**config.mk**
```make
export PLATFORM = sky130hd
export DESIGN_NAME = rca_pipe_flat
export DESIGN_NICKNAME = d
export VERILOG_FILES = /design/src/rtl/rca_pipe_if.sv /design/src/rtl/rca_pipe.sv /design/src/flat_wrapper.sv
export SDC_FILE = /design/constraint.sdc
export NUM_CORES = 1
export LEC_CHECK = 0
export CORE_MARGIN = 5
export CORE_UTILIZATION = 30
export DETAILED_ROUTE_END_ITERATION = 10
export DONT_BUFFER_PORTS = 1
export PLACE_DENSITY = 0.43
export REMOVE_ABC_BUFFERS = 1
export SLEW_MARGIN = 15
export SYNTH_ARGS = -nofsm -noshare
export SYNTH_HDL_FRONTEND = slang
export SYNTH_SLANG_ARGS = --single-unit
export TNS_END_PERCENT = 20
```
**constraint.sdc**
```tcl
create_clock -name clk -period 10.4 [get_ports clk]
set_input_delay 2.08 -clock clk [delete_from_list [all_inputs] [get_ports clk]]
set_output_delay 2.08 -clock clk [all_outputs]
set_load 0.01 [all_outputs]
```
**src/rtl/rca_pipe_if.sv**
```systemverilog
// Handshake and data bundle between an rca_pipe and its producer/consumer.
// The ovf wire exists only when RCA_PIPE_OVF_EN is defined.
interface rca_pipe_if #(
  parameter int WIDTH = 32
);
  logic             in_valid;
  logic             in_ready;
  logic [WIDTH-1:0] a;
  logic [WIDTH-1:0] b;
  logic             ci;
  logic             op;
  logic             out_valid;
  logic             out_ready;
  logic [WIDTH-1:0] s;
  logic             co;
`ifdef RCA_PIPE_OVF_EN
  logic             ovf;

  modport master (
    output in_valid, a, b, ci, op, out_ready,
    input  in_ready, out_valid, s, co, ovf
  );
  modport slave (
    input  in_valid, a, b, ci, op, out_ready,
    output in_ready, out_valid, s, co, ovf
  );
`else
  modport master (
    output in_valid, a, b, ci, op, out_ready,
    input  in_ready, out_valid, s, co
  );
  modport slave (
    input  in_valid, a, b, ci, op, out_ready,
    output in_ready, out_valid, s, co
  );
`endif
endinterface

```
**src/rtl/rca_pipe.sv**
```systemverilog
// Pipelined ripple-carry add/subtract: input register, then STAGES carry segments, one op per clock.
// Latency STAGES cycles accept-to-out_valid; global stall holds every stage while the output waits.
// RCA_PIPE_OVF_EN adds a registered signed-overflow flag (ovf) alongside s/co.
module rca_pipe #(
  parameter int WIDTH  = 32,
  parameter int STAGES = 4
) (
  input logic       clk,
  input logic       reset_n,
  rca_pipe_if.slave bus
);
  localparam int SEG = WIDTH / STAGES;

  // a_q carries the operand A on entry; each stage overwrites its segment with sum bits,
  // so the last a_q is the finished sum. b_q is never needed past the last segment.
  logic [WIDTH-1:0] a_q     [STAGES+1];
  logic [WIDTH-1:0] b_q     [STAGES];
  logic             c_q     [STAGES+1];
  logic             v_q     [STAGES+1];
  logic [WIDTH-1:0] a_nxt   [STAGES];
  logic [SEG:0]     seg_sum [STAGES];
  logic             advance;

  assign advance       = ~v_q[STAGES] | bus.out_ready;
  assign bus.in_ready  = advance;
  assign bus.out_valid = v_q[STAGES];
  assign bus.s         = a_q[STAGES];
  assign bus.co        = c_q[STAGES];

  always_comb begin
    for (int k = 0; k < STAGES; k++) begin
      seg_sum[k] = {1'b0, a_q[k][k*SEG +: SEG]} + {1'b0, b_q[k][k*SEG +: SEG]}
                 + (SEG+1)'(c_q[k]);
      a_nxt[k]   = a_q[k];
      a_nxt[k][k*SEG +: SEG] = seg_sum[k][SEG-1:0];
    end
  end

  always_ff @(posedge clk) begin
    if (!reset_n) begin
      for (int k = 0; k <= STAGES; k++) begin
        v_q[k] <= 1'b0;
        c_q[k] <= 1'b0;
        a_q[k] <= '0;
      end
      for (int k = 0; k < STAGES; k++) begin
        b_q[k] <= '0;
      end
    end else if (advance) begin
      v_q[0] <= bus.in_valid;
      if (bus.in_valid) begin
        a_q[0] <= bus.a;
        b_q[0] <= bus.b ^ {WIDTH{bus.op}};
        c_q[0] <= bus.ci;
      end
      for (int k = 0; k < STAGES; k++) begin
        v_q[k+1] <= v_q[k];
        a_q[k+1] <= a_nxt[k];
        c_q[k+1] <= seg_sum[k][SEG];
      end
      for (int k = 1; k < STAGES; k++) begin
        b_q[k] <= b_q[k-1];
      end
    end
  end

`ifdef RCA_PIPE_OVF_EN
  // Carry into the MSB is recovered from the MSB sum bit and its two operand bits.
  logic ovf_q;
  logic ovf_nxt;

  assign ovf_nxt = seg_sum[STAGES-1][SEG]
                 ^ (a_q[STAGES-1][WIDTH-1] ^ b_q[STAGES-1][WIDTH-1] ^ seg_sum[STAGES-1][SEG-1]);

  always_ff @(posedge clk) begin
    if (!reset_n) begin
      ovf_q <= 1'b0;
    end else if (advance) begin
      ovf_q <= ovf_nxt;
    end
  end

  assign bus.ovf = ovf_q;
`endif
endmodule

```
**src/flat_wrapper.sv**
```systemverilog
// flat-port wrapper written by rule: the top's interface ports become plain ports
module rca_pipe_flat 
#(
  parameter int WIDTH  = 32,
  parameter int STAGES = 4
)
  (clk, reset_n, bus_in_valid, bus_a, bus_b, bus_ci, bus_op, bus_out_ready, bus_in_ready, bus_out_valid, bus_s, bus_co);
  rca_pipe_if #(.WIDTH(WIDTH)) bus_i ();
  input logic clk;
  input logic reset_n;
  input wire logic [$bits(bus_i.in_valid)-1:0] bus_in_valid;
  input wire logic [$bits(bus_i.a)-1:0] bus_a;
  input wire logic [$bits(bus_i.b)-1:0] bus_b;
  input wire logic [$bits(bus_i.ci)-1:0] bus_ci;
  input wire logic [$bits(bus_i.op)-1:0] bus_op;
  input wire logic [$bits(bus_i.out_ready)-1:0] bus_out_ready;
  output wire logic [$bits(bus_i.in_ready)-1:0] bus_in_ready;
  output wire logic [$bits(bus_i.out_valid)-1:0] bus_out_valid;
  output wire logic [$bits(bus_i.s)-1:0] bus_s;
  output wire logic [$bits(bus_i.co)-1:0] bus_co;
  assign bus_i.in_valid = bus_in_valid;
  assign bus_i.a = bus_a;
  assign bus_i.b = bus_b;
  assign bus_i.ci = bus_ci;
  assign bus_i.op = bus_op;
  assign bus_i.out_ready = bus_out_ready;
  assign bus_in_ready = bus_i.in_ready;
  assign bus_out_valid = bus_i.out_valid;
  assign bus_s = bus_i.s;
  assign bus_co = bus_i.co;
  rca_pipe #(.WIDTH(WIDTH), .STAGES(STAGES)) u_core (.clk(clk), .reset_n(reset_n), .bus(bus_i));
endmodule
```
==> results of run 1 <==
==> cells in the final DEF (no fill, tap or decap), types with 5 or more instances in the layout <==
cell / n
clkbuf_1: 8
nand2_1: 14
mux2i_1: 5
clkbuf_16: 27
nor2_1: 56
xnor2_1: 39
nor3_1: 8
o21ai_0: 9
inv_1: 12
o21a_1: 9
and3_1: 187
nand3_1: 5
nand2b_1: 5
fa_1: 8
ha_1: 28
edfxtp_1: 250
o31a_1: 8
a211oi_1: 7
a21oi_1: 6
==> power by group <==
group          total, mW  switching [mW]  internal (mW)
Combinational      0.101          0.0517         0.0492
Sequential          1.19          0.0187           1.17
Clock              0.854           0.360          0.494
Total               2.15           0.430           1.71
==> cell type report <==
type                    count  area share
clock inverters             6    0.004533
repair buffers              3    0.002951
flip-flops and latches    250      0.6324
inverters                  12    0.003795
multi-input cells         424      0.2475
clock buffers              35     0.05945
well taps                 468     0.04933
==> flip-flops by register name (all words and copies together), names as in the netlist <==
| register | count |
|---|---|
| u_core.a_q | 160 |
| u_core.b_q | 80 |
| u_core.c_q | 5 |
| u_core.v_q | 5 |
==> final timing paths <==
path	start	endpoint	slack (ns)	depth (start not counted)
max	bus_out_ready	u_core.b_q[0][12]	5.62	6
min	u_core.a_q[0][64]	u_core.a_q[0][96]	0.54	1
min reg2reg	u_core.a_q[0][64]	u_core.a_q[0][96]	0.54	1
max reg2reg	u_core.v_q[0][4]	u_core.b_q[0][12]	6.63	6
==> synthesized netlist by cell type <==
master / n / area share
nand2b_1: 6 / 0.0034
buf_4: 33 / 0.023
buf_2: 12 / 0.0055
ha_1: 28 / 0.032
nand3_1: 5 / 0.0023
o21ba_2: 1 / 0.00092
nand2_1: 16 / 0.0055
and2b_2: 2 / 0.0016
and3_1: 187 / 0.11
xnor2_1: 39 / 0.031
nor2b_4: 2 / 0.0025
clkbuf_1: 39 / 0.013
a211oi_1: 7 / 0.0048
fa_1: 8 / 0.015
a31oi_1: 1 / 0.00057
nor3_1: 8 / 0.0037
or3_1: 4 / 0.0023
and2_1: 1 / 0.00057
a21oi_1: 6 / 0.0027
o31a_1: 8 / 0.0064
o211ai_1: 2 / 0.0014
o21a_1: 9 / 0.0062
o22ai_1: 3 / 0.0017
o311ai_2: 1 / 0.0015
nand3b_1: 1 / 0.00069
edfxtp_1: 250 / 0.69
nor2_1: 56 / 0.019
o21ai_1: 1 / 0.00046
nor3b_1: 1 / 0.00069
mux2i_1: 5 / 0.0046
o21ai_0: 9 / 0.0041
o21bai_1: 4 / 0.0027
inv_1: 12 / 0.0041
a21o_1: 3 / 0.0021
==> per-stage QoR <==
| stage | setup slack, ns | std cells | hold slack, ns |
|---|---|---|---|
| after floorplan | 2.297 | 686 | 0.5279 |
| after detailed placement | 5.013 | 1157 | 0.5351 |
| after CTS | 5.571 | 1198 | 0.5439 |
| after global placement | 5.161 | 1157 | 0.5291 |
| final | 5.621 | 1198 | 0.5429 |
| after global routing | 5.251 | 1198 | 0.5597 |
==> worst register-to-register path, stage by stage (launching register included) <==
cell and delay (ns):
edfxtp_1 0.52, nand2b_4 0.61, buf_4 0.88, and2_1 0.56
nand2_1 0.54, buf_4 0.39, nor2_1 0.13
==> kinds of logic after synthesis <==
family,synth area share
adder cells (fa/ha/maj),0.04670
multiplexers,0.004578
AO/OA/AOI/OAI,0.03560
AND/OR/NAND/NOR,0.1495
flip-flops,0.6867
buffers and inverters,0.04567
XOR/XNOR,0.03125
==> routing by layer <==
| layer | vias up | GRT usage | wire, microns |
|---|---|---|---|
| met4 | 0 | 0.03319 | 557 |
| li1 | 2715 | - | - |
| met2 | 86 | 0.1779 | 10660 |
| met5 | - | 0 | 0 |
| met3 | 37 | 0.02213 | 878 |
| met1 | 2670 | 0.1214 | 8692 |
==> impl_summary.log, run 1 <==
INFO  metric critical_path.n_buffers_inverters = 2
INFO  metric clock_tree_from_tritoncts = built
INFO  metric port_buffers = 0
INFO  metric cts.repair.resized = 0
INFO  metric ys_seq_area_frac = 0.6867
INFO  metric design.portCount = 105
INFO  metric synth_cells = 770
INFO  metric clock-root-buffer = clkbuf_16
INFO  metric fillers = 3547
INFO  metric worst_hold_path_type = reg2reg
INFO  metric dp.final_hpwl = 11.92 mm
INFO  metric worst_ep_arrival_time = 5.15 ns
INFO  metric worst_path_most_repeated_cell = buf_4
INFO  metric gr-total-overflow = 0
INFO  metric library_cell_contributing_the_largest_single_delay_on_the_critical_path = buf_4
INFO  metric final_wl = 20.79 mm
INFO  metric worst_clock_skew = 0.01112 ns
INFO  metric cts_buffers = 27
INFO  metric yosys_warnings = 0
INFO  metric crit_type = in2reg
INFO  metric ys_ff_latch = 250
INFO  metric report.final.slew_viol_count = 0
INFO  metric insertion_delay = 0.52 ns
INFO  metric finish.utilization = 0.3274
INFO  metric die_area = 40360 sq um
INFO  metric vias_in_the_first_global_route = 5816
INFO  metric startpoint_type = input port
INFO  metric syn2layout_area_growth = 8.584%
INFO  metric detail-route-antenna-nets = 0
INFO  metric critical_path.top_delay_family = simple AND/OR/NAND/NOR gates
INFO  metric period_needed = 4.779 ns
INFO  metric final_min_period_over_clock_period = 0.4595
INFO  metric final_layout_size_suffix_gt1_frac = 0.06027
INFO  metric wire_per_inst = 17.35 microns
INFO  metric crit_chain = nand2b_4 -> buf_4 -> and2_1 -> nand2_1 -> buf_4 -> nor2_1
INFO  metric antenna_found_initial = 0
INFO  metric core-area = 36260 sq um
INFO  metric seqCellArea = 7507 sq um
INFO  metric remaining_drc_errors = 0
INFO  metric worst-endpoint-required = 10.77 ns
INFO  metric layout.nets = 824
INFO  metric finalSetupTns = 0 ns
INFO  metric total_leakage_power = 5.199 nW
INFO  metric peak_supply_drop = 0.1255 mV
INFO  metric critical_path_peak_fanout = 114
INFO  metric grt_setup_unrepaired = false
INFO  metric dpl_cell_area = 11110 sq um
INFO  metric clkSlewWorstSetupHoldPaths = 0.06 ns
INFO  metric number_of_iterations_in_the_first_detailed_routing_pass = 4
INFO  metric max_clock_freq = 209.3 MHz
INFO  metric initial_core_utilization = 0.3015
INFO  metric postCtsSetupRepairBufs = 0
INFO  metric chipHeight = 200.9 microns
INFO  metric outcome = finished clean
INFO  metric max_cap_viol_count = 0
INFO  metric powerDensity = 180.7 nW/um^2
INFO  metric cts_max_level = 1
INFO  metric post_synth_instance_area = 10930 sq um
INFO  metric finalSetupViolations = 0
INFO  metric max_incr_delay_on_cp = 0.87 ns
INFO  metric gp_congestion = 0.7111
INFO  metric clkSinkCount = 250
INFO  metric wire_length_of_the_first_global_routing_pass = 32.89 mm
INFO  metric antenna-diode-count = 0
INFO  metric cts_max_path_buffers = 3
INFO  metric route.detailed.vias_per_inst = 4.598
INFO  metric worstMarginPinSlew = 1.040 ns
INFO  metric ctsHoldBuffers = 0
INFO  metric grt.total_usage = 0.1004
INFO  metric synth_cell_types = 34
INFO  metric first_iter_violations = 278
INFO  metric slew_headroom = 0.3047
INFO  metric layout.cell_area.non_filler = 11870 sq um
INFO  metric fp.dieW = 200.9 microns
INFO  metric avgSynthCellArea = 14.20 sq um
INFO  metric grt_max_degree = 193
INFO  metric power.total = 2.145 mW
INFO  metric number_of_vias_after_detailed_routing = 5508
INFO  metric report.final.hold_viol_count = 0
INFO  metric category_of_the_worst_setup_path_capture_point = register
INFO  metric multi_input_area = 2938 sq um
INFO  metric rows = 70
No activity file was read; power rests on OpenSTA's default activity.
==> run 2, diff against run 1 <==
--- a/config.mk
+++ b/config.mk
@@ -9,7 +9,7 @@
 export CORE_UTILIZATION = 30
 export DETAILED_ROUTE_END_ITERATION = 10
 export DONT_BUFFER_PORTS = 1
-export PLACE_DENSITY = 0.43
+export PLACE_DENSITY = 0.44
 export REMOVE_ABC_BUFFERS = 1
 export SLEW_MARGIN = 15
 export SYNTH_ARGS = -nofsm -noshare
==> constraint.sdc (replaced) <==
create_clock -name clk -period 4.2 [get_ports clk]
set_input_delay 0.84 -clock clk [delete_from_list [all_inputs] [get_ports clk]]
set_output_delay 0.84 -clock clk [all_outputs]
set_load 0.01 [all_outputs]
==> impl_summary.log, run 2 (synthesis results as in run 1) <==
INFO  metric timing.rr.start = u_core.c_q[0][3]
INFO  metric port_buffers = 0
INFO  metric category_of_the_worst_setup_path_capture_point = register
INFO  metric gp_congestion = 0.7753
INFO  metric worst_hold_path_type = in2reg
INFO  metric rows = 70
INFO  metric chipHeight = 200.9 microns
INFO  metric worst-endpoint-required = 4.48 ns
INFO  metric worst_ep_arrival_time = 2.74 ns
INFO  metric critical_path_peak_fanout = 3
INFO  metric cts_buffers = 28
INFO  metric peak_supply_drop = 0.3436 mV
INFO  metric grt.total_usage = 0.1012
INFO  metric clkSinkCount = 250
INFO  metric cts_max_path_buffers = 3
INFO  metric worstMarginPinSlew = 1.001 ns
INFO  metric power.total = 5.514 mW
INFO  metric r2r_slack = 1.75 ns
INFO  metric period_needed = 2.453 ns
INFO  metric hold_ws = 0.5344 ns
INFO  metric insertion_delay = 0.53 ns
INFO  metric route.detailed.vias_per_inst = 4.656
INFO  metric finalSetupViolations = 0
INFO  metric final_cell_count_no_fill = 1208
INFO  metric max_cap_viol_count = 0
INFO  metric wire_per_inst = 17.38 microns
INFO  metric layout.cells.most_common = edfxtp_1
INFO  metric dp.cells = 1160
INFO  metric layout.cells.most_common_list = edfxtp_1, and3_1, nor2_1
INFO  metric final_min_period_over_clock_period = 0.5841
INFO  metric largest-register = u_core.a_q
INFO  metric clock_tree_from_tritoncts = built
INFO  metric grt_setup_unrepaired = false
INFO  metric worst_clock_skew = 0.005803 ns
INFO  metric powerDensity = 459.1 nW/um^2
INFO  metric design.portCount = 105
INFO  metric gr-total-overflow = 0
INFO  metric fp.dieW = 200.9 microns
INFO  metric startpoint_type = register
INFO  metric crit_type = reg2reg
INFO  metric number_of_iterations_in_the_first_detailed_routing_pass = 4
INFO  metric ctsHoldBuffers = 0
INFO  metric worst_reg_to_reg_cells = 6
INFO  metric antenna_found_initial = 1
INFO  metric initial_core_utilization = 0.3015
INFO  metric outcome = finished clean
INFO  metric clkSlewWorstSetupHoldPaths = 0.06 ns
INFO  metric largest_register_ffs = 160
INFO  metric grt_max_degree = 193
INFO  metric final_layout_size_suffix_gt1_frac = 0.07027
INFO  metric syn2layout_area_growth = 9.866%
INFO  metric final_wl = 21.00 mm
INFO  metric regToRegEndpoint = u_core.c_q[0][4]
INFO  metric antenna-diode-count = 0
INFO  metric postCtsSetupRepairBufs = 0
INFO  metric setup.worst_path.end = u_core.c_q[0][4]
INFO  metric layout.nets = 828
INFO  metric startpoint = u_core.c_q[0][3]
INFO  metric detail-route-antenna-nets = 0
INFO  metric cts_max_level = 1
INFO  metric number_of_vias_after_detailed_routing = 5624
INFO  metric vias_in_the_first_global_route = 5832
INFO  metric finish.utilization = 0.3312
INFO  metric total_leakage_power = 5.258 nW
INFO  metric registers_with_the_most_flip_flops = u_core.a_q x160, u_core.b_q x80
INFO  metric dp.final_hpwl = 12.61 mm
INFO  metric first_iter_violations = 381
INFO  metric report.final.slew_viol_count = 0
INFO  metric slew_headroom = 0.3313
INFO  metric final.setup.worst_slack = 1.747 ns
INFO  metric wire_length_of_the_first_global_routing_pass = 33.05 mm
INFO  metric remaining_drc_errors = 0
INFO  metric layout.cell_area.non_filler = 12010 sq um
INFO  metric dpl_cell_area = 11150 sq um
INFO  metric cts.repair.resized = 0
INFO  metric max_clock_freq = 407.6 MHz
INFO  metric core-area = 36260 sq um
INFO  metric report.final.hold_viol_count = 0
INFO  metric die_area = 40360 sq um
INFO  metric placement_setup_slack = 1.390 ns
INFO  metric finalSetupTns = 0 ns
INFO  metric clock-root-buffer = clkbuf_16
run 2: worst min-delay path by stage:
stage / slack [ns] / cells after the start / start / endpoint
final: 0.53 / 2 / bus_b[3] / u_core.b_q[0][3]
after global placement: 0.53 / 1 / u_core.a_q[0][17] / u_core.a_q[0][49]
after floorplan: 0.53 / 1 / u_core.a_q[0][68] / u_core.a_q[0][100]
after detailed placement: 0.54 / 1 / u_core.b_q[2][29] / u_core.b_q[3][29]
after global routing: 0.50 / 1 / bus_a[31] / u_core.a_q[0][31]
after CTS: 0.50 / 2 / bus_b[3] / u_core.b_q[0][3]
run 2: cell type report:
cell class | count | area (sq um)
multi-input cells | 424 | 2938
well taps | 468 | 585.6
flip-flops and latches | 250 | 7507
fillers | 3593 | 24250
inverters | 12 | 45.04
clock buffers | 34 | 744.5
clock inverters | 14 | 120.1
repair buffers | 6 | 70.07
run 2: metal layers:
layer  global-route usage  wire (microns)  vias up  part of all wire
li1                     -               -     2722                 -
met1               0.1246            8764     2779              0.42
met2               0.1782           10890       93              0.52
met3              0.02407             983       30             0.047
met4              0.02753             366        0             0.017
met5                    0               0        -                 0
run 2: critical path, stage by stage (launching register included):
cell and delay (ns):
edfxtp_1 0.40, fa_1 0.51, fa_1 0.48, a21oi_1 0.18, o21ai_1 0.13, o31a_1 0.27
o31a_1 0.23
run 2: power breakdown:
| part | total, mW | switching (mW) | internal, mW | leakage (nW) |
|---|---|---|---|---|
| Sequential | 2.95 | 0.0459 | 2.90 | 2.94 |
| Clock | 2.31 | 0.937 | 1.37 | 0.413 |
| Combinational | 0.262 | 0.139 | 0.123 | 1.90 |
| Total | 5.51 | 1.12 | 4.39 | 5.26 |
==> run 3, diff against run 2 <==
--- a/config.mk
+++ b/config.mk
@@ -9,7 +9,7 @@
 export CORE_UTILIZATION = 30
 export DETAILED_ROUTE_END_ITERATION = 10
 export DONT_BUFFER_PORTS = 1
-export PLACE_DENSITY = 0.44
+export PLACE_DENSITY = 0.43
 export REMOVE_ABC_BUFFERS = 1
 export SLEW_MARGIN = 15
 export SYNTH_ARGS = -nofsm -noshare
==> constraint.sdc (replaced) <==
create_clock -name clk -period 2.4 [get_ports clk]
set_input_delay 0.48 -clock clk [delete_from_list [all_inputs] [get_ports clk]]
set_output_delay 0.48 -clock clk [all_outputs]
set_load 0.01 [all_outputs]
==> impl_summary.log, run 3 (synthesis results as in run 1) <==
INFO  metric outcome = finished clean
INFO  metric initial_core_utilization = 0.3015
INFO  metric clkSinkCount = 250
INFO  metric wire_per_inst = 16.97 microns
INFO  metric wire_length_of_the_first_global_routing_pass = 32.89 mm
INFO  metric max_cap_viol_count = 0
INFO  metric crit_type = reg2reg
INFO  metric layout.nets = 841
INFO  metric largest-register = u_core.a_q
INFO  metric antenna_found_initial = 0
INFO  metric remaining_drc_errors = 0
INFO  metric core-area = 36260 sq um
INFO  metric hold_ws = 0.1580 ns
INFO  metric powerDensity = 784.9 nW/um^2
INFO  metric placement_setup_slack = -0.04212 ns
INFO  metric worst_clock_skew = 0.01779 ns
INFO  metric first_iter_violations = 324
INFO  metric final_wl = 20.72 mm
INFO  metric clock-root-buffer = clkbuf_16
INFO  metric chipHeight = 200.9 microns
INFO  metric port_buffers = 0
INFO  metric cts_buffers = 28
INFO  metric antenna-diode-count = 0
INFO  metric whs_path_cells = 2
INFO  metric finish.utilization = 0.3343
INFO  metric vias_in_the_first_global_route = 5842
INFO  metric finalSetupViolations = 0
INFO  metric insertion_delay = 0.54 ns
INFO  metric worst_ep_arrival_time = 2.56 ns
INFO  metric registers_with_the_most_flip_flops = u_core.a_q x160, u_core.b_q x80
INFO  metric gr-total-overflow = 0
INFO  metric syn2layout_area_growth = 10.90%
INFO  metric rows = 70
INFO  metric total_leakage_power = 5.318 nW
INFO  metric ctsHoldBuffers = 0
INFO  metric finalSetupTns = 0 ns
INFO  metric regToRegEndpoint = u_core.c_q[0][2]
INFO  metric layout.cells.most_common = edfxtp_1
INFO  metric clkSlewWorstSetupHoldPaths = 0.06 ns
INFO  metric startpoint_type = register
INFO  metric die_area = 40360 sq um
INFO  metric fp.dieW = 200.9 microns
INFO  metric cts_max_path_buffers = 3
INFO  metric grt_setup_unrepaired = false
INFO  metric final_layout_size_suffix_gt1_frac = 0.09031
INFO  metric dp.final_hpwl = 12.69 mm
INFO  metric cts_max_level = 1
INFO  metric worst_hold_path_type = in2reg
INFO  metric report.final.hold_viol_count = 0
INFO  metric peak_supply_drop = 0.4718 mV
INFO  metric worst-endpoint-required = 2.68 ns
INFO  metric category_of_the_worst_setup_path_capture_point = register
INFO  metric grt.total_usage = 0.09973
INFO  metric design.portCount = 105
INFO  metric gp_congestion = 0.7334
INFO  metric startpoint = u_core.c_q[0][1]
INFO  metric setup.worst_path.end = u_core.c_q[0][2]
INFO  metric worst_reg_to_reg_cells = 6
INFO  metric worstMarginPinSlew = 0.4784 ns
INFO  metric detail-route-antenna-nets = 0
INFO  metric period_needed = 2.277 ns
INFO  metric number_of_iterations_in_the_first_detailed_routing_pass = 6
INFO  metric report.final.slew_viol_count = 0
INFO  metric final.setup.worst_slack = 0.1227 ns
INFO  metric r2r_slack = 0.12 ns
INFO  metric slew_headroom = 0.6811
INFO  metric max_clock_freq = 439.1 MHz
INFO  metric largest_register_ffs = 160
INFO  metric grt_max_degree = 193
INFO  metric layout.cells.most_common_list = edfxtp_1, and3_1, nor2_1
INFO  metric clock_tree_from_tritoncts = built
INFO  metric final_min_period_over_clock_period = 0.9489
INFO  metric number_of_vias_after_detailed_routing = 5666
INFO  metric route.detailed.vias_per_inst = 4.640
INFO  metric critical_path_peak_fanout = 3
INFO  metric power.total = 9.516 mW
INFO  metric timing.rr.start = u_core.c_q[0][1]
[run 3: cell types whose count changed in the layout (fill, tap and decap cells not counted), sizes merged]
cell and change:
buf +13, clkinv +3, clkbuf -2, bufinv -1, clkinvlp -1, inv +1
[run 3: critical path, stage by stage (launching register included)]
cell and delay, ns:
edfxtp_1 0.45, fa_1 0.52, fa_1 0.48, a21oi_1 0.21, o21a_1 0.18, o21ba_2 0.13, o21ai_0 0.06
[run 3: per-layer routing]
| layer | part of all wire | vias up | track usage |
|---|---|---|---|
| li1 | - | 2747 | - |
| met1 | 0.43 | 2783 | 0.1258 |
| met2 | 0.50 | 99 | 0.1712 |
| met3 | 0.048 | 37 | 0.02375 |
| met4 | 0.022 | 0 | 0.02925 |
| met5 | 0 | - | 0 |
[run 3: per-stage QoR]
stage,area [sq um],instances
after floorplan,10480,686
after global placement,11280,1173
after detailed placement,11280,1173
after CTS,12110,1221
after global routing,12120,1221
final,12120,1221
[run 3: report_power, final]
part | internal [mW] | leakage [nW] | total [mW] | switching (mW)
Clock | 2.23 | 0.400 | 3.90 | 1.67
Sequential | 5.08 | 2.94 | 5.16 | 0.0813
Combinational | 0.227 | 1.98 | 0.459 | 0.232
[run 3: cell type report]
cell class	instances	area, sq um
clock inverters	16	115.1
fillers	3572	24140
inverters	12	45.04
clock buffers	32	715.7
repair buffers	19	205.2
multi-input cells	424	2949
well taps	468	585.6
flip-flops and latches	250	7507
[run 3: how the worst min path moves through the flow]
stage	from	endpoint	slack, ns
after floorplan	u_core.a_q[0][68]	u_core.a_q[0][100]	0.53
after global placement	u_core.a_q[0][16]	u_core.a_q[0][48]	0.53
after detailed placement	u_core.b_q[0][27]	u_core.b_q[1][27]	0.54
after CTS	bus_b[16]	u_core.b_q[0][16]	0.12
after global routing	bus_a[23]	u_core.a_q[0][23]	0.12
final	bus_b[16]	u_core.b_q[0][16]	0.16
[run 3: timing repair]
action,CTS,global route
pin swaps,0,2
endpoints found under the setup margin,1,3
resized for setup,1,3
buffers inserted,0,0
